$ cat src/rtl/dtw_dispatch_if.sv
// dtw_dispatch_if: bundles the dispatcher's upstream, per-core and downstream
// signals.
//   master : the dispatcher (drives pops, core strobes and the downstream write)
//   slave  : the surrounding FIFOs and cores
// Parameters: NUM_CORES (core count), AXIS_WIDTH (data word width).
interface dtw_dispatch_if #(
  parameter int unsigned NUM_CORES  = 4,
  parameter int unsigned AXIS_WIDTH = 32
);
  // Control / status
  logic                            ref_load_start;
  logic [AXIS_WIDTH-1:0]           ref_len;
  logic                            ref_loaded;
  logic                            busy;
  // Upstream (DMA-side source FIFO, FWFT)
  logic                            up_rden;
  logic                            up_empty;
  logic [AXIS_WIDTH-1:0]           up_data;
  // Core control
  logic [NUM_CORES-1:0]            core_rs;
  logic                            core_op_mode;
  logic [NUM_CORES-1:0]            core_busy;
  logic [NUM_CORES-1:0]            core_load_done;
  // Per-core source FIFOs
  logic [NUM_CORES-1:0]            core_src_wren;
  logic [NUM_CORES-1:0]            core_src_full;
  logic [AXIS_WIDTH-1:0]           core_src_data;
  // Per-core sink FIFOs (FWFT)
  logic [NUM_CORES-1:0]            core_sink_rden;
  logic [NUM_CORES-1:0]            core_sink_empty;
  logic [NUM_CORES*AXIS_WIDTH-1:0] core_sink_data;
  // Downstream (DMA-side sink FIFO)
  logic                            dn_wren;
  logic                            dn_full;
  logic [AXIS_WIDTH-1:0]           dn_data;
  logic                            dn_last;

  modport master (
    input  ref_load_start, ref_len, up_empty, up_data, core_busy, core_load_done,
           core_src_full, core_sink_empty, core_sink_data, dn_full,
    output ref_loaded, busy, up_rden, core_rs, core_op_mode, core_src_wren,
           core_src_data, core_sink_rden, dn_wren, dn_data, dn_last
  );

  modport slave (
    output ref_load_start, ref_len, up_empty, up_data, core_busy, core_load_done,
           core_src_full, core_sink_empty, core_sink_data, dn_full,
    input  ref_loaded, busy, up_rden, core_rs, core_op_mode, core_src_wren,
           core_src_data, core_sink_rden, dn_wren, dn_data, dn_last
  );
endinterface

$ cat src/rtl/dtw_dispatch.sv
// dtw_dispatch: shares a bank of dtw_core instances between one upstream query
// stream and one downstream result stream.
//   - Reference load: broadcasts ref_len words to every core.
//   - Normal mode: hands each query (qid + SQG_SIZE samples) to an idle core
//     (round-robin) and drains RESULT_WORDS-word result records from the cores
//     into the shared downstream FIFO (round-robin, never interleaved).
// Ports:
//   clk, rst_n : clock, asynchronous active-low reset
//   bus        : dtw_dispatch_if.master (control, upstream, per-core, downstream)
// Optional (macro DTW_DISPATCH_STATS_EN):
//   dbg_nq_in    : count of completed query transfers (wraps at 2^32)
//   dbg_nres_out : count of result records written downstream (wraps at 2^32)
module dtw_dispatch #(
  parameter int unsigned NUM_CORES    = 4,
  parameter int unsigned AXIS_WIDTH   = 32,
  parameter int unsigned SQG_SIZE     = 250,
  parameter int unsigned RESULT_WORDS = 3
) (
  input  logic                 clk,
  input  logic                 rst_n,
  dtw_dispatch_if.master       bus
`ifdef DTW_DISPATCH_STATS_EN
  ,
  output logic [31:0]          dbg_nq_in,
  output logic [31:0]          dbg_nres_out
`endif
);

  localparam int unsigned IDX_W  = (NUM_CORES > 1) ? $clog2(NUM_CORES) : 1;
  localparam int unsigned RCNT_W = (RESULT_WORDS > 1) ? $clog2(RESULT_WORDS) : 1;

  typedef enum logic [2:0] {
    D_IDLE,
    D_REF_START,
    D_REF_XFER,
    D_REF_WAIT,
    D_PICK,
    D_Q_START,
    D_Q_XFER
  } dstate_e;

  typedef enum logic {
    C_SCAN,
    C_XFER
  } cstate_e;

  dstate_e               dstate_q, dstate_d;
  logic [AXIS_WIDTH-1:0] dcnt_q, dcnt_d;
  logic [IDX_W-1:0]      rr_q, rr_d;
  logic [IDX_W-1:0]      tgt_q, tgt_d;
  logic                  ref_loaded_q, ref_loaded_d;

  cstate_e               cstate_q, cstate_d;
  logic [IDX_W-1:0]      crr_q, crr_d;
  logic [IDX_W-1:0]      csel_q, csel_d;
  logic [RCNT_W-1:0]     ccnt_q, ccnt_d;

  // (base + off) mod NUM_CORES, off < NUM_CORES
  function automatic logic [IDX_W-1:0] wrap_add(input logic [IDX_W-1:0] base,
                                                input int unsigned off);
    int unsigned s;
    s = 32'(base) + off;
    if (s >= NUM_CORES) s = s - NUM_CORES;
    return IDX_W'(s);
  endfunction

  // Round-robin searches: first idle core from rr_q, first non-empty sink from crr_q
  logic             idle_found, sink_found;
  logic [IDX_W-1:0] idle_idx, sink_idx;

  always_comb begin
    idle_found = 1'b0;
    idle_idx   = '0;
    sink_found = 1'b0;
    sink_idx   = '0;
    for (int unsigned i = 0; i < NUM_CORES; i++) begin
      if (!idle_found && !bus.core_busy[wrap_add(rr_q, i)]) begin
        idle_found = 1'b1;
        idle_idx   = wrap_add(rr_q, i);
      end
      if (!sink_found && !bus.core_sink_empty[wrap_add(crr_q, i)]) begin
        sink_found = 1'b1;
        sink_idx   = wrap_add(crr_q, i);
      end
    end
  end

  // Zero-latency forwarding strobes
  logic ref_xfer_act, ref_beat, q_beat, q_done, c_beat, c_last;

  assign ref_xfer_act = (dstate_q == D_REF_XFER) && (dcnt_q != bus.ref_len);
  assign ref_beat     = ref_xfer_act && !bus.up_empty && !(|bus.core_src_full);
  assign q_beat       = (dstate_q == D_Q_XFER) && !bus.up_empty && !bus.core_src_full[tgt_q];
  assign q_done       = q_beat && (dcnt_q == AXIS_WIDTH'(SQG_SIZE));
  assign c_beat       = (cstate_q == C_XFER) && !bus.core_sink_empty[csel_q] && !bus.dn_full;
  assign c_last       = (ccnt_q == RCNT_W'(RESULT_WORDS - 1));

  assign bus.up_rden        = ref_beat | q_beat;
  assign bus.core_src_wren  = ref_beat ? {NUM_CORES{1'b1}} :
                              (q_beat ? (NUM_CORES'(1) << tgt_q) : '0);
  assign bus.core_src_data  = bus.up_data;
  assign bus.core_rs        = (dstate_q == D_REF_START) ? {NUM_CORES{1'b1}} :
                              ((dstate_q == D_Q_START) ? (NUM_CORES'(1) << tgt_q) : '0);
  assign bus.core_op_mode   = (dstate_q == D_REF_START) || (dstate_q == D_REF_XFER) ||
                              (dstate_q == D_REF_WAIT);
  assign bus.core_sink_rden = c_beat ? (NUM_CORES'(1) << csel_q) : '0;
  assign bus.dn_wren        = c_beat;
  assign bus.dn_data        = (cstate_q == C_XFER) ?
                              bus.core_sink_data[32'(csel_q) * AXIS_WIDTH +: AXIS_WIDTH] : '0;
  assign bus.dn_last        = c_beat && c_last;
  assign bus.ref_loaded     = ref_loaded_q;
  assign bus.busy           = (dstate_q != D_IDLE) || (cstate_q != C_SCAN) || (|bus.core_busy);

  // Dispatch next-state
  always_comb begin
    dstate_d     = dstate_q;
    dcnt_d       = dcnt_q;
    rr_d         = rr_q;
    tgt_d        = tgt_q;
    ref_loaded_d = ref_loaded_q;
    case (dstate_q)
      D_IDLE: begin
        // A load request after the reference is already loaded is ignored
        if (bus.ref_load_start && !ref_loaded_q) dstate_d = D_REF_START;
        else if (ref_loaded_q && !bus.up_empty)  dstate_d = D_PICK;
      end
      D_REF_START: begin
        if (&bus.core_busy) begin
          dstate_d = D_REF_XFER;
          dcnt_d   = '0;
        end
      end
      D_REF_XFER: begin
        if (!ref_xfer_act) begin
          dstate_d = D_REF_WAIT;
        end else if (ref_beat) begin
          dcnt_d = dcnt_q + AXIS_WIDTH'(1);
          if (dcnt_d == bus.ref_len) dstate_d = D_REF_WAIT;
        end
      end
      D_REF_WAIT: begin
        if (&bus.core_load_done) begin
          ref_loaded_d = 1'b1;
          dstate_d     = D_IDLE;
        end
      end
      D_PICK: begin
        if (idle_found) begin
          tgt_d    = idle_idx;
          rr_d     = wrap_add(idle_idx, 1);
          dstate_d = D_Q_START;
        end
      end
      D_Q_START: begin
        // Core clears its source FIFO while idle, so nothing is written yet
        if (bus.core_busy[tgt_q]) begin
          dstate_d = D_Q_XFER;
          dcnt_d   = '0;
        end
      end
      D_Q_XFER: begin
        if (q_beat) begin
          dcnt_d = dcnt_q + AXIS_WIDTH'(1);
          if (q_done) dstate_d = D_IDLE;
        end
      end
      default: dstate_d = D_IDLE;
    endcase
  end

  // Collect next-state: a locked core keeps the downstream until its record ends
  always_comb begin
    cstate_d = cstate_q;
    crr_d    = crr_q;
    csel_d   = csel_q;
    ccnt_d   = ccnt_q;
    case (cstate_q)
      C_SCAN: begin
        if (sink_found) begin
          csel_d   = sink_idx;
          crr_d    = wrap_add(sink_idx, 1);
          ccnt_d   = '0;
          cstate_d = C_XFER;
        end
      end
      C_XFER: begin
        if (c_beat) begin
          if (c_last) cstate_d = C_SCAN;
          else        ccnt_d   = ccnt_q + RCNT_W'(1);
        end
      end
      default: cstate_d = C_SCAN;
    endcase
  end

  // State registers
  always_ff @(posedge clk or negedge rst_n) begin
    if (!rst_n) begin
      dstate_q     <= D_IDLE;
      dcnt_q       <= '0;
      rr_q         <= '0;
      tgt_q        <= '0;
      ref_loaded_q <= 1'b0;
      cstate_q     <= C_SCAN;
      crr_q        <= '0;
      csel_q       <= '0;
      ccnt_q       <= '0;
    end else begin
      dstate_q     <= dstate_d;
      dcnt_q       <= dcnt_d;
      rr_q         <= rr_d;
      tgt_q        <= tgt_d;
      ref_loaded_q <= ref_loaded_d;
      cstate_q     <= cstate_d;
      crr_q        <= crr_d;
      csel_q       <= csel_d;
      ccnt_q       <= ccnt_d;
    end
  end

`ifdef DTW_DISPATCH_STATS_EN
  // Debug event counters
  logic [31:0] nq_in_q, nres_out_q;

  always_ff @(posedge clk or negedge rst_n) begin
    if (!rst_n) begin
      nq_in_q    <= '0;
      nres_out_q <= '0;
    end else begin
      if (q_done)                   nq_in_q    <= nq_in_q + 32'd1;
      if (c_beat && c_last)         nres_out_q <= nres_out_q + 32'd1;
    end
  end

  assign dbg_nq_in    = nq_in_q;
  assign dbg_nres_out = nres_out_q;
`endif

endmodule

$ cat src/flat_wrapper.sv
// flat-port wrapper written by rule: the top's interface ports become plain ports
module dtw_dispatch_flat 
#(
  parameter int unsigned NUM_CORES    = 4,
  parameter int unsigned AXIS_WIDTH   = 32,
  parameter int unsigned SQG_SIZE     = 250,
  parameter int unsigned RESULT_WORDS = 3
)
  (clk, rst_n, bus_ref_load_start, bus_ref_len, bus_up_empty, bus_up_data, bus_core_busy, bus_core_load_done, bus_core_src_full, bus_core_sink_empty, bus_core_sink_data, bus_dn_full, bus_ref_loaded, bus_busy, bus_up_rden, bus_core_rs, bus_core_op_mode, bus_core_src_wren, bus_core_src_data, bus_core_sink_rden, bus_dn_wren, bus_dn_data, bus_dn_last);
  dtw_dispatch_if #(.NUM_CORES(NUM_CORES), .AXIS_WIDTH(AXIS_WIDTH)) bus_i ();
  input  logic clk;
  input  logic rst_n;
  input wire logic [$bits(bus_i.ref_load_start)-1:0] bus_ref_load_start;
  input wire logic [$bits(bus_i.ref_len)-1:0] bus_ref_len;
  input wire logic [$bits(bus_i.up_empty)-1:0] bus_up_empty;
  input wire logic [$bits(bus_i.up_data)-1:0] bus_up_data;
  input wire logic [$bits(bus_i.core_busy)-1:0] bus_core_busy;
  input wire logic [$bits(bus_i.core_load_done)-1:0] bus_core_load_done;
  input wire logic [$bits(bus_i.core_src_full)-1:0] bus_core_src_full;
  input wire logic [$bits(bus_i.core_sink_empty)-1:0] bus_core_sink_empty;
  input wire logic [$bits(bus_i.core_sink_data)-1:0] bus_core_sink_data;
  input wire logic [$bits(bus_i.dn_full)-1:0] bus_dn_full;
  output wire logic [$bits(bus_i.ref_loaded)-1:0] bus_ref_loaded;
  output wire logic [$bits(bus_i.busy)-1:0] bus_busy;
  output wire logic [$bits(bus_i.up_rden)-1:0] bus_up_rden;
  output wire logic [$bits(bus_i.core_rs)-1:0] bus_core_rs;
  output wire logic [$bits(bus_i.core_op_mode)-1:0] bus_core_op_mode;
  output wire logic [$bits(bus_i.core_src_wren)-1:0] bus_core_src_wren;
  output wire logic [$bits(bus_i.core_src_data)-1:0] bus_core_src_data;
  output wire logic [$bits(bus_i.core_sink_rden)-1:0] bus_core_sink_rden;
  output wire logic [$bits(bus_i.dn_wren)-1:0] bus_dn_wren;
  output wire logic [$bits(bus_i.dn_data)-1:0] bus_dn_data;
  output wire logic [$bits(bus_i.dn_last)-1:0] bus_dn_last;
  assign bus_i.ref_load_start = bus_ref_load_start;
  assign bus_i.ref_len = bus_ref_len;
  assign bus_i.up_empty = bus_up_empty;
  assign bus_i.up_data = bus_up_data;
  assign bus_i.core_busy = bus_core_busy;
  assign bus_i.core_load_done = bus_core_load_done;
  assign bus_i.core_src_full = bus_core_src_full;
  assign bus_i.core_sink_empty = bus_core_sink_empty;
  assign bus_i.core_sink_data = bus_core_sink_data;
  assign bus_i.dn_full = bus_dn_full;
  assign bus_ref_loaded = bus_i.ref_loaded;
  assign bus_busy = bus_i.busy;
  assign bus_up_rden = bus_i.up_rden;
  assign bus_core_rs = bus_i.core_rs;
  assign bus_core_op_mode = bus_i.core_op_mode;
  assign bus_core_src_wren = bus_i.core_src_wren;
  assign bus_core_src_data = bus_i.core_src_data;
  assign bus_core_sink_rden = bus_i.core_sink_rden;
  assign bus_dn_wren = bus_i.dn_wren;
  assign bus_dn_data = bus_i.dn_data;
  assign bus_dn_last = bus_i.dn_last;
  dtw_dispatch #(.NUM_CORES(NUM_CORES), .AXIS_WIDTH(AXIS_WIDTH), .SQG_SIZE(SQG_SIZE), .RESULT_WORDS(RESULT_WORDS)) u_core (.clk(clk), .rst_n(rst_n), .bus(bus_i));
endmodule
$ cat config.mk
export PLATFORM = sky130hd
export DESIGN_NAME = dtw_dispatch_flat
export DESIGN_NICKNAME = d
export VERILOG_FILES = /design/src/rtl/dtw_dispatch_if.sv /design/src/rtl/dtw_dispatch.sv /design/src/flat_wrapper.sv
export SDC_FILE = /design/constraint.sdc
export NUM_CORES = 1
export LEC_CHECK = 0
export ABC_AREA = 1
export CAP_MARGIN = 30
export CORE_ASPECT_RATIO = 0.9
export CORE_UTILIZATION = 45
export DETAILED_ROUTE_END_ITERATION = 8
export PLACE_DENSITY = 0.95
export SLEW_MARGIN = 20
export SYNTH_ARGS = -nofsm -noshare
export SYNTH_HDL_FRONTEND = slang
export SYNTH_SLANG_ARGS = --single-unit
export TNS_END_PERCENT = 20
$ cat constraint.sdc
create_clock -name clk -period 3.7 [get_ports clk]
set_input_delay 0.74 -clock clk [delete_from_list [all_inputs] [get_ports clk]]
set_output_delay 0.74 -clock clk [all_outputs]
set_load 0.05 [all_outputs]
Word-level counts from Yosys, hierarchy flattened. Cells that the tools add are included.

$add $sub $neg: 20. Magnitude comparators: 20. Equality and inequality tests: 24. Shifts and indexed selects: 3. Multiplexer cells: 80. Bitwise logic cells: 2. Reduce and logical (&&, ||, !) cells: 50.

Operators by type and width (count): two-way mux 32 bit (6); case mux 32 bit (4 select lines) (1); indexed part select 128 x 8 -> 32 bit (1); two-way mux 2 bit (21); two-way mux 3 bit (11); adder 32 x 1 -> 32 bit (second input constant) (1); equality test 32 bit (1); equality test 32 x 8 -> 1 bit (second input constant) (1); != test 32 bit (1); less-than comparator 2 x 3 -> 1 bit (second input constant) (10); >= comparator 3 bit (second input constant) (8); binary-select mux 1 bit (select 2 bit) (11); two-way mux 1 bit (22); case mux 3 bit (7 select lines) (1); two-way mux 4 bit (5); subtractor 2 x 1 -> 2 bit (second input constant) (10); logical AND 1 bit (17); logical NOT 1 bit (16); adder 2 x 1 -> 3 bit (second input constant) (4); adder 2 x 2 -> 3 bit (second input constant) (4); != test 2 x 1 -> 1 bit (second input constant) (6); != test 2 bit (second input constant) (5); equality test 3 bit (second input constant) (3); AND reduction 9 bit (1); other kinds (22) (32).

Register bits: 47. Output and inout bits: 82. Logic and storage cells: 208.

Depth between registers and ports, before layout. Gate-level depths: netlist (run 1).

Word-level depth: 17. Gate-level depth with buffers: 18. Depth with buffers taken out: 18.

Worst setup path after synthesis (run 1). OpenSTA, ideal clock, no wires.

Kind: in2out. From: in bus_core_src_full[3]. To: out bus_core_src_wren[0]. Arrival time: 2.428 ns. Data required time: 2.960 ns. Path slack: 0.532 ns. Stages: 5. Path buffers: 0. Path through: inv_1 nor2_1 nor4_1 inv_1 o21ai_0.

Word-level cells in the longest chain between the ends: 6.

Ends and longest elaborated chain: from (decl) (line flat_wrapper.sv:19) `input wire logic [$bits(bus_i.core_src_full)-1:0] bus_core_src_full;`; binary-select mux 1 bit (select 2 bit) (line dtw_dispatch.sv:93) `assign q_beat = (dstate_q == D_Q_XFER) && !bus.up_empty && !bus.core_src_full[tgt_q];`; two-way mux 1 bit (not written as such) (line dtw_dispatch.sv:93); logical NOT 1 bit (line dtw_dispatch.sv:93); logical AND 1 bit (line dtw_dispatch.sv:93); two-way mux 4 bit (line dtw_dispatch.sv:100) `(q_beat ? (NUM_CORES'(1) << tgt_q) : '0);`; two-way mux 4 bit (*) (line dtw_dispatch.sv:99) `assign bus.core_src_wren = ref_beat ? {NUM_CORES{1'b1}} :`; to (decl) (line flat_wrapper.sv:28) `output wire logic [$bits(bus_i.core_src_wren)-1:0] bus_core_src_wren;`.

Mark *: on every way between the ends. The rest lies on a longest branch, timed or not. The select of a mux whose other input is x is not followed.

Final worst setup path (run 1).
From: in bus_ref_len[22]. To: out bus_core_src_wren[1].

Word-level cells in the longest chain between the ends: 5.

Ends and longest elaborated chain: from (decl) (line flat_wrapper.sv:14) `input wire logic [$bits(bus_i.ref_len)-1:0] bus_ref_len;`; != test 32 bit (line dtw_dispatch.sv:91) `assign ref_xfer_act = (dstate_q == D_REF_XFER) && (dcnt_q != bus.ref_len);`; logical AND 1 bit (line dtw_dispatch.sv:91); logical AND 1 bit (2 in a row) (line dtw_dispatch.sv:92) `assign ref_beat = ref_xfer_act && !bus.up_empty && !(|bus.core_src_full);`; two-way mux 4 bit (line dtw_dispatch.sv:99).

No other way between the ends.

==> impl_metrics.env, run 1 <==
export IMPL_reg2reg_depth=16
export IMPL_filler_cell_count=1126
export IMPL_hold_viol_final=0
export IMPL_path_cells="clkdlybuf4s50_1, xnor2_1, nand2_1, nor2_1, nand2_1, nor2_1, nand2_1, nand3_1, o21ai_0, buf_4"
export IMPL_endpoint_kind="output port"
export IMPL_crit_family="simple AND/OR/NAND/NOR gates"
export IMPL_vias_per_cell=5.51
export IMPL_leakagePower_nw=3.68
export IMPL_netlist_cell_type_count=38
export IMPL_standard_cell_rows=39
export IMPL_drc_violations=0
export IMPL_final_number_of_max_transition_violations=0
export IMPL_cts_num_sinks=47
export IMPL_drt_pass1_iterations=5
export IMPL_layout_drive_gt1_share_pct=9.13
export IMPL_grt_pass1_wl_um=37500
export IMPL_post_cts_resize_count=0
export IMPL_design_die_area_um2=13700
export IMPL_grt_pass1_vias=7063
export IMPL_crit_buf_inv=2
export IMPL_cts_tree="yes"
export IMPL_hpwl_um=20200
export IMPL_clkTransAtPathRegs_ps=70
export IMPL_synth_avg_cell_area_um2=5.83
export IMPL_total_area_of_multi_input_combinational_cells_um2=3920
export IMPL_floorplan_initialDensity_pct=46.6
export IMPL_fin_crit_sh_pct=93.0
export IMPL_gpl_final_weighted_congestion=1.04
export IMPL_fin_worst_skew_ps=11.1
export IMPL_global_routing_usage_summed_across_all_routing_layers_pct=36.0
export IMPL_critical_path_arrival_ps=2700
export IMPL_cts_htree_levels=2
export IMPL_yosys_warnings=0
export IMPL_timing_fmax_mhz=291
export IMPL_syn_nets=1238
export IMPL_antenna_found_initial=1
export IMPL_io_pins=295
export IMPL_worst_slew_margin_pct=48.8
export IMPL_mappedNetlistArea_um2=5960
export IMPL_synth_seq_area_share_pct=19.7
export IMPL_worstPathRequired_ps=2960
export IMPL_clock_root_buffer="sky130_fd_sc_hd__clkbuf_16"
export IMPL_maximum_number_of_pins_on_one_net_before_global_route_repair=65
export IMPL_hold_worst_slack_ps=455
export IMPL_totalWireLength_um=24500
export IMPL_clkLatencyLatePin_ps=300
export IMPL_coreArea_um2=12800
export IMPL_number_of_hold_repair_buffers_added_at_the_cts_stage=0
export IMPL_period_minus_slack_ps=3440
export IMPL_r2r_slack_ps=780
export IMPL_route_detailed_wl_per_inst_um=18.0
export IMPL_num_antenna_cells=0
export IMPL_run_status="finished, final reports clean"
export IMPL_numPortBuffers=230
export IMPL_path_common_cell="sky130_fd_sc_hd__nand2_1"
export IMPL_worst_path_largest_cell_delay_ps=460
export IMPL_min_path_type="input port to asynchronous set/reset pin"
export IMPL_unrepaired_setup_endpoints_after_global_routing="false"
export IMPL_maxCapViolations=0
export IMPL_power_density_nw_per_um2=677
export IMPL_synthesis_instances=1022
export IMPL_die_boundary_width_um=123
export IMPL_area_delta_synth_final_pct=45.1
export IMPL_route_vias_total=7485
export IMPL_power_total_mw=5.85
export IMPL_path_max_fanout=7
export IMPL_finalSetupTns_ps=0
export IMPL_ir_worst_vdd_mv=0.798
export IMPL_setup_violations_final=0
export IMPL_regArea_um2=1180
export IMPL_gr_total_overflow=0
export IMPL_timing_worst_slew_pin_value_ps=765
export IMPL_cts_post_setup_buffers_inserted=0
export IMPL_clockBufferDepth=2
export IMPL_clock_buffer_count_from_cts=5
export IMPL_critical_path_reg2reg_endpoint="u_core.dstate_q[2]$_DFFE_PN0P_"
export IMPL_drt_first_iter_violations=896
export IMPL_ys_ff_latch=47
export IMPL_die_height_um=111
export IMPL_post_detailed_route_count_of_antenna_violating_nets=0
export IMPL_cp_start_kind="input port"
export IMPL_nNetsFinal=1409
export IMPL_setup_worst_path_class="input port to output port"
export IMPL_critical_path_slowest_cell="sky130_fd_sc_hd__clkdlybuf4s50_1"
export IMPL_reg2reg_from="u_core.dcnt_q[1]$_DFFE_PN0P_"
-- stage by stage --
stage          cells  util (%)  worst slack, ps  area, um2
3_5_place_dp    1350      66.4              340       8490
4_1_cts         1358      67.6              328       8640
5_1_grt         1358      67.6              107       8640
6_report        1358      67.6              259       8640
2_1_floorplan   1022         -              532       5960
3_3_place_gp    1350      66.4              399       8490
-- sequential cells by signal (all words and copies together), names as in the netlist --
signal                 cells
u_core.dcnt_q             32
u_core.dstate_q            3
u_core.ccnt_q              2
u_core.crr_q               2
u_core.csel_q              2
u_core.rr_q                2
u_core.tgt_q               2
u_core.bus.ref_loaded      1
u_core.cstate_q            1
-- report_power, final --
part	switching (mW)	internal [mW]	leakage, nW	total (mW)
clock network	0.211	0.271	0.0741	0.482
registers	0.153	0.606	0.620	0.759
logic	2.80	1.81	2.98	4.61
-- routing by layer --
metal / global-route usage, % / share of wire [%] / wire, um / vias to the layer above
li1: - / - / - / 3648
met1: 47.2 / 40 / 9830 / 3407
met2: 54.8 / 44 / 10800 / 388
met3: 11.7 / 13 / 3100 / 42
met4: 12.4 / 3.1 / 757 / 0
met5: 0 / 0 / 0 / -
-- worst max path at each step --
stage / startpoint / to / cells after the start
after detailed placement: bus_ref_len[19] / bus_core_src_wren[1] / 10
after global placement: bus_ref_len[31] / bus_core_src_wren[1] / 10
after global routing: bus_ref_len[19] / bus_core_src_wren[1] / 10
after floorplan: bus_core_src_full[3] / bus_core_src_wren[0] / 5
final: bus_ref_len[22] / bus_core_src_wren[1] / 10
after CTS: bus_ref_len[19] / bus_core_src_wren[1] / 10
-- layout make-up --
cell class                      instances  area share, %
Multi-Input combinational cell        784           45.3
Timing Repair Buffer                  243           32.1
Sequential cell                        47           13.6
Inverter                              112           4.86
Tap cell                              164           2.37
Clock buffer                            7           1.65
Clock inverter                          1          0.101
-- worst reg2reg max path, delay by kind of cell (launching register included) --
family | cells | cell delay (ps)
buffers and inverters | 1 | 70
AND/OR/NAND/NOR | 14 | 1950
adder cells (fa/ha/maj) | 1 | 340
flip-flops | 1 | 480
-- synthesized netlist by cell type (all sizes together) --
| cell type | count | area, um2 |
|---|---|---|
| and2 | 1 | 6.26 |
| clkinv | 2 | 7.51 |
| o21a | 3 | 22.5 |
| nor2 | 100 | 468 |
| nor3 | 15 | 75.1 |
| nand4 | 15 | 93.8 |
| o211ai | 1 | 7.51 |
| nand3 | 100 | 505 |
| a22oi | 32 | 240 |
| nand3b | 4 | 30.0 |
| a31oi | 33 | 206 |
| a21oi | 14 | 70.1 |
| o21ai | 69 | 345 |
| dfrtp | 47 | 1180 |
| o31ai | 1 | 7.51 |
| ha | 3 | 37.5 |
| buf | 52 | 349 |
| o21bai | 4 | 30.0 |
| o22ai | 3 | 18.8 |
| nand2 | 326 | 1260 |
| nor4 | 10 | 62.6 |
| or2 | 8 | 50.1 |
| a211oi | 1 | 7.51 |
| xnor2 | 22 | 193 |
| xor2 | 19 | 166 |
| inv | 110 | 413 |
| clkbuf | 27 | 103 |
-- placed cells by master (no fill, tap or decap), types with 6 or more instances in the layout --
master / synthesis / routed
sky130_fd_sc_hd__nand2_1: 312 / 312
sky130_fd_sc_hd__nor2_2: 9 / 12
sky130_fd_sc_hd__nor2_1: 84 / 81
sky130_fd_sc_hd__o21ai_1: 6 / 6
sky130_fd_sc_hd__o21ai_0: 63 / 63
sky130_fd_sc_hd__buf_12: 0 / 39
sky130_fd_sc_hd__inv_1: 107 / 107
sky130_fd_sc_hd__nand2_2: 13 / 13
sky130_fd_sc_hd__dfrtp_1: 47 / 47
sky130_fd_sc_hd__nor4_1: 10 / 10
sky130_fd_sc_hd__a21oi_1: 14 / 14
sky130_fd_sc_hd__xor2_1: 19 / 19
sky130_fd_sc_hd__clkdlybuf4s50_1: 0 / 186
sky130_fd_sc_hd__a22oi_1: 32 / 32
sky130_fd_sc_hd__nor3_1: 15 / 15
sky130_fd_sc_hd__or2_2: 8 / 8
sky130_fd_sc_hd__nand3_1: 99 / 99
sky130_fd_sc_hd__nand4_1: 15 / 15
sky130_fd_sc_hd__xnor2_1: 22 / 22
sky130_fd_sc_hd__buf_4: 33 / 17
sky130_fd_sc_hd__a31oi_1: 33 / 33
-- kinds of logic after synthesis --
group / after synthesis / share of synthesized area [%]
AOI/OAI and AO/OA: 161 / 16.1
xor gates and xnor gates: 41 / 6.03
buffers and inverters: 191 / 14.6
and+or+nand+nor: 579 / 42.9
adders and majority gates: 3 / 0.630
DFF: 47 / 19.7
Power figures use the tool's default switching activity.
==> inputs of run 2 (changes only) <==
--- a/config.mk
+++ b/config.mk
@@ -8,9 +8,9 @@
 export ABC_AREA = 1
 export CAP_MARGIN = 30
 export CORE_ASPECT_RATIO = 0.9
-export CORE_UTILIZATION = 45
+export CORE_UTILIZATION = 35
 export DETAILED_ROUTE_END_ITERATION = 8
-export PLACE_DENSITY = 0.95
+export PLACE_DENSITY = 0.78
 export SLEW_MARGIN = 20
 export SYNTH_ARGS = -nofsm -noshare
 export SYNTH_HDL_FRONTEND = slang
==> impl_metrics.env, run 2 (synthesis gave the netlist of run 1 again) <==
export IMPL_die_boundary_width_um=140
export IMPL_io_pins=295
export IMPL_worst_hold_path_endpoint="u_core.ccnt_q[0]$_DFFE_PN0P_"
export IMPL_timing_fmax_mhz=287
export IMPL_clock_root_buffer="sky130_fd_sc_hd__clkbuf_16"
export IMPL_gr_total_overflow=0
export IMPL_worst_path_largest_cell_delay_ps=420
export IMPL_r2r_slack_ps=760
export IMPL_place_worst_setup_slack_ps=279
export IMPL_die_height_um=126
export IMPL_number_of_hold_repair_buffers_added_at_the_cts_stage=0
export IMPL_post_detailed_route_count_of_antenna_violating_nets=0
export IMPL_critical_path_arrival_ps=2740
export IMPL_fin_worst_skew_ps=8.97
export IMPL_setup_violations_final=0
export IMPL_cts_num_sinks=47
export IMPL_nNetsFinal=1406
export IMPL_drt_pass1_iterations=5
export IMPL_ir_worst_vdd_mv=0.676
export IMPL_route_vias_total=7356
export IMPL_floorplan_initialDensity_pct=36.3
export IMPL_setup_worst_path_class="input port to output port"
export IMPL_global_routing_usage_summed_across_all_routing_layers_pct=27.8
export IMPL_maximum_number_of_pins_on_one_net_before_global_route_repair=65
export IMPL_critical_path_slowest_cell="sky130_fd_sc_hd__clkdlybuf4s50_1"
export IMPL_clockBufferDepth=2
export IMPL_route_detailed_wl_per_inst_um=17.6
export IMPL_design_die_area_um2=17500
export IMPL_clkTransAtPathRegs_ps=70
export IMPL_path_common_cell="sky130_fd_sc_hd__nand2_1"
export IMPL_coreArea_um2=16400
export IMPL_cp_start_kind="input port"
export IMPL_reg2reg_depth=16
export IMPL_cts_post_setup_buffers_inserted=0
export IMPL_cts_tree="yes"
export IMPL_cts_htree_levels=2
export IMPL_vias_per_cell=5.26
export IMPL_placedCellCount=1390
export IMPL_cp_depth=10
export IMPL_post_cts_resize_count=0
export IMPL_cell_area_placed_um2=8520
export IMPL_drc_violations=0
export IMPL_endpoint_kind="output port"
export IMPL_period_minus_slack_ps=3480
export IMPL_final_number_of_max_transition_violations=0
export IMPL_hpwl_um=20000
export IMPL_reg2reg_from="u_core.dcnt_q[1]$_DFFE_PN0P_"
export IMPL_unrepaired_setup_endpoints_after_global_routing="false"
export IMPL_commonest_cells_after_routing_fill_and_taps_aside="sky130_fd_sc_hd__nand2_1, sky130_fd_sc_hd__clkdlybuf4s50_1, sky130_fd_sc_hd__inv_1, sky130_fd_sc_hd__nand3_1, sky130_fd_sc_hd__nor2_1"
export IMPL_layout_cells_most_common="sky130_fd_sc_hd__nand2_1"
export IMPL_antenna_found_initial=1
export IMPL_totalWireLength_um=24700
export IMPL_crit_buf_inv=2
export IMPL_area_delta_synth_final_pct=46.0
export IMPL_crit_family="simple AND/OR/NAND/NOR gates"
export IMPL_gpl_final_weighted_congestion=1.05
export IMPL_layoutNonFillerInstCount=1399
export IMPL_standard_cell_rows=44
export IMPL_path_max_fanout=7
export IMPL_maxCapViolations=0
export IMPL_worstPathRequired_ps=2960
export IMPL_hold_path_startpoint="u_core.ccnt_q[0]$_DFFE_PN0P_"
export IMPL_power_density_nw_per_um2=675
export IMPL_leakagePower_nw=3.67
export IMPL_run_status="finished, final reports clean"
export IMPL_fin_crit_sh_pct=94.2
export IMPL_finalSetupTns_ps=0
export IMPL_clock_buffer_count_from_cts=5
export IMPL_clkLatencyLatePin_ps=310
export IMPL_numPortBuffers=230
export IMPL_worst_slack_ps=216
export IMPL_timing_worst_slew_pin_value_ps=800
export IMPL_max_reg_flops=32
export IMPL_final_cell_area_um2=8690
export IMPL_hold_viol_final=0
export IMPL_whs_path_depth=1
export IMPL_drt_first_iter_violations=705
export IMPL_critical_path_reg2reg_endpoint="u_core.dstate_q[2]$_DFFE_PN0P_"
export IMPL_grt_pass1_vias=6892
export IMPL_path_cells="clkdlybuf4s50_1, xnor2_1, nand2_1, nor2_1, nand2_1, nor2_1, nand2_1, nand3_1, o21ai_0, buf_4"
export IMPL_registers_top_by_ff_count="u_core.dcnt_q"
export IMPL_power_total_mw=5.87
export IMPL_worst_slew_margin_pct=46.6
export IMPL_largest_registers="u_core.dcnt_q x32, u_core.dstate_q x3"
export IMPL_grt_pass1_wl_um=37800
export IMPL_min_path_type="flop to flop"
export IMPL_layout_drive_gt1_share_pct=8.98
-- run 2: area by class of cell --
| class | count | area (um2) |
|---|---|---|
| Fill cell | 1611 | 7710 |
| Multi-Input combinational cell | 784 | 3920 |
| Timing Repair Buffer | 240 | 2750 |
| Sequential cell | 47 | 1180 |
| Inverter | 112 | 420 |
| Tap cell | 207 | 259 |
| Clock buffer | 5 | 125 |
| Clock inverter | 3 | 43.8 |
| Antenna cell | 1 | 2.50 |
-- run 2: worst register-to-register path, stage by stage (launching register included) --
cell and delay [ps]:
sky130_fd_sc_hd__dfrtp_1 480, sky130_fd_sc_hd__ha_1 350, sky130_fd_sc_hd__nand3_1 310, sky130_fd_sc_hd__nor2_2 360
sky130_fd_sc_hd__nand3_1 160, sky130_fd_sc_hd__nand2_1 90, sky130_fd_sc_hd__nand2_1 70, sky130_fd_sc_hd__clkinv_1 50
sky130_fd_sc_hd__nand2_1 40, sky130_fd_sc_hd__nor2_1 180, sky130_fd_sc_hd__nand3_1 100, sky130_fd_sc_hd__nor2_1 220
sky130_fd_sc_hd__nand3_1 130, sky130_fd_sc_hd__nand2_2 120, sky130_fd_sc_hd__nand2_2 70, sky130_fd_sc_hd__nand2_1 70
sky130_fd_sc_hd__nand2_1 50
-- run 2: power by group --
part / leakage [nW] / internal [mW] / switching (mW)
Combinational: 2.97 / 1.79 / 2.74
Clock: 0.0838 / 0.320 / 0.223
Sequential: 0.620 / 0.605 / 0.187
-- run 2: worst max path at each step --
stage	startpoint	endpoint	slack, ps
2_1_floorplan	bus_core_src_full[3]	bus_core_src_wren[0]	530
3_3_place_gp	bus_ref_len[18]	bus_core_src_wren[1]	330
3_5_place_dp	bus_ref_len[31]	bus_core_src_wren[2]	280
4_1_cts	bus_ref_len[19]	bus_core_src_wren[2]	260
5_1_grt	bus_ref_len[31]	bus_core_src_wren[1]	20
6_report	bus_ref_len[19]	bus_core_src_wren[2]	220
-- run 2: metrics by stage --
step / utilization (%) / hold slack [ps]
final: 53.0 / 503
after CTS: 53.0 / 507
after global placement: 52.0 / 478
after global routing: 53.0 / 558
after detailed placement: 52.0 / 492
after floorplan: - / 444
-- run 2: per-layer routing --
layer | vias to the layer above | share of wire, % | GRT usage, %
met2 | 328 | 41 | 40.3
li1 | 3651 | - | -
met3 | 33 | 11 | 8.48
met4 | 0 | 2.2 | 7.97
met5 | - | 0 | 0
met1 | 3344 | 46 | 39.3
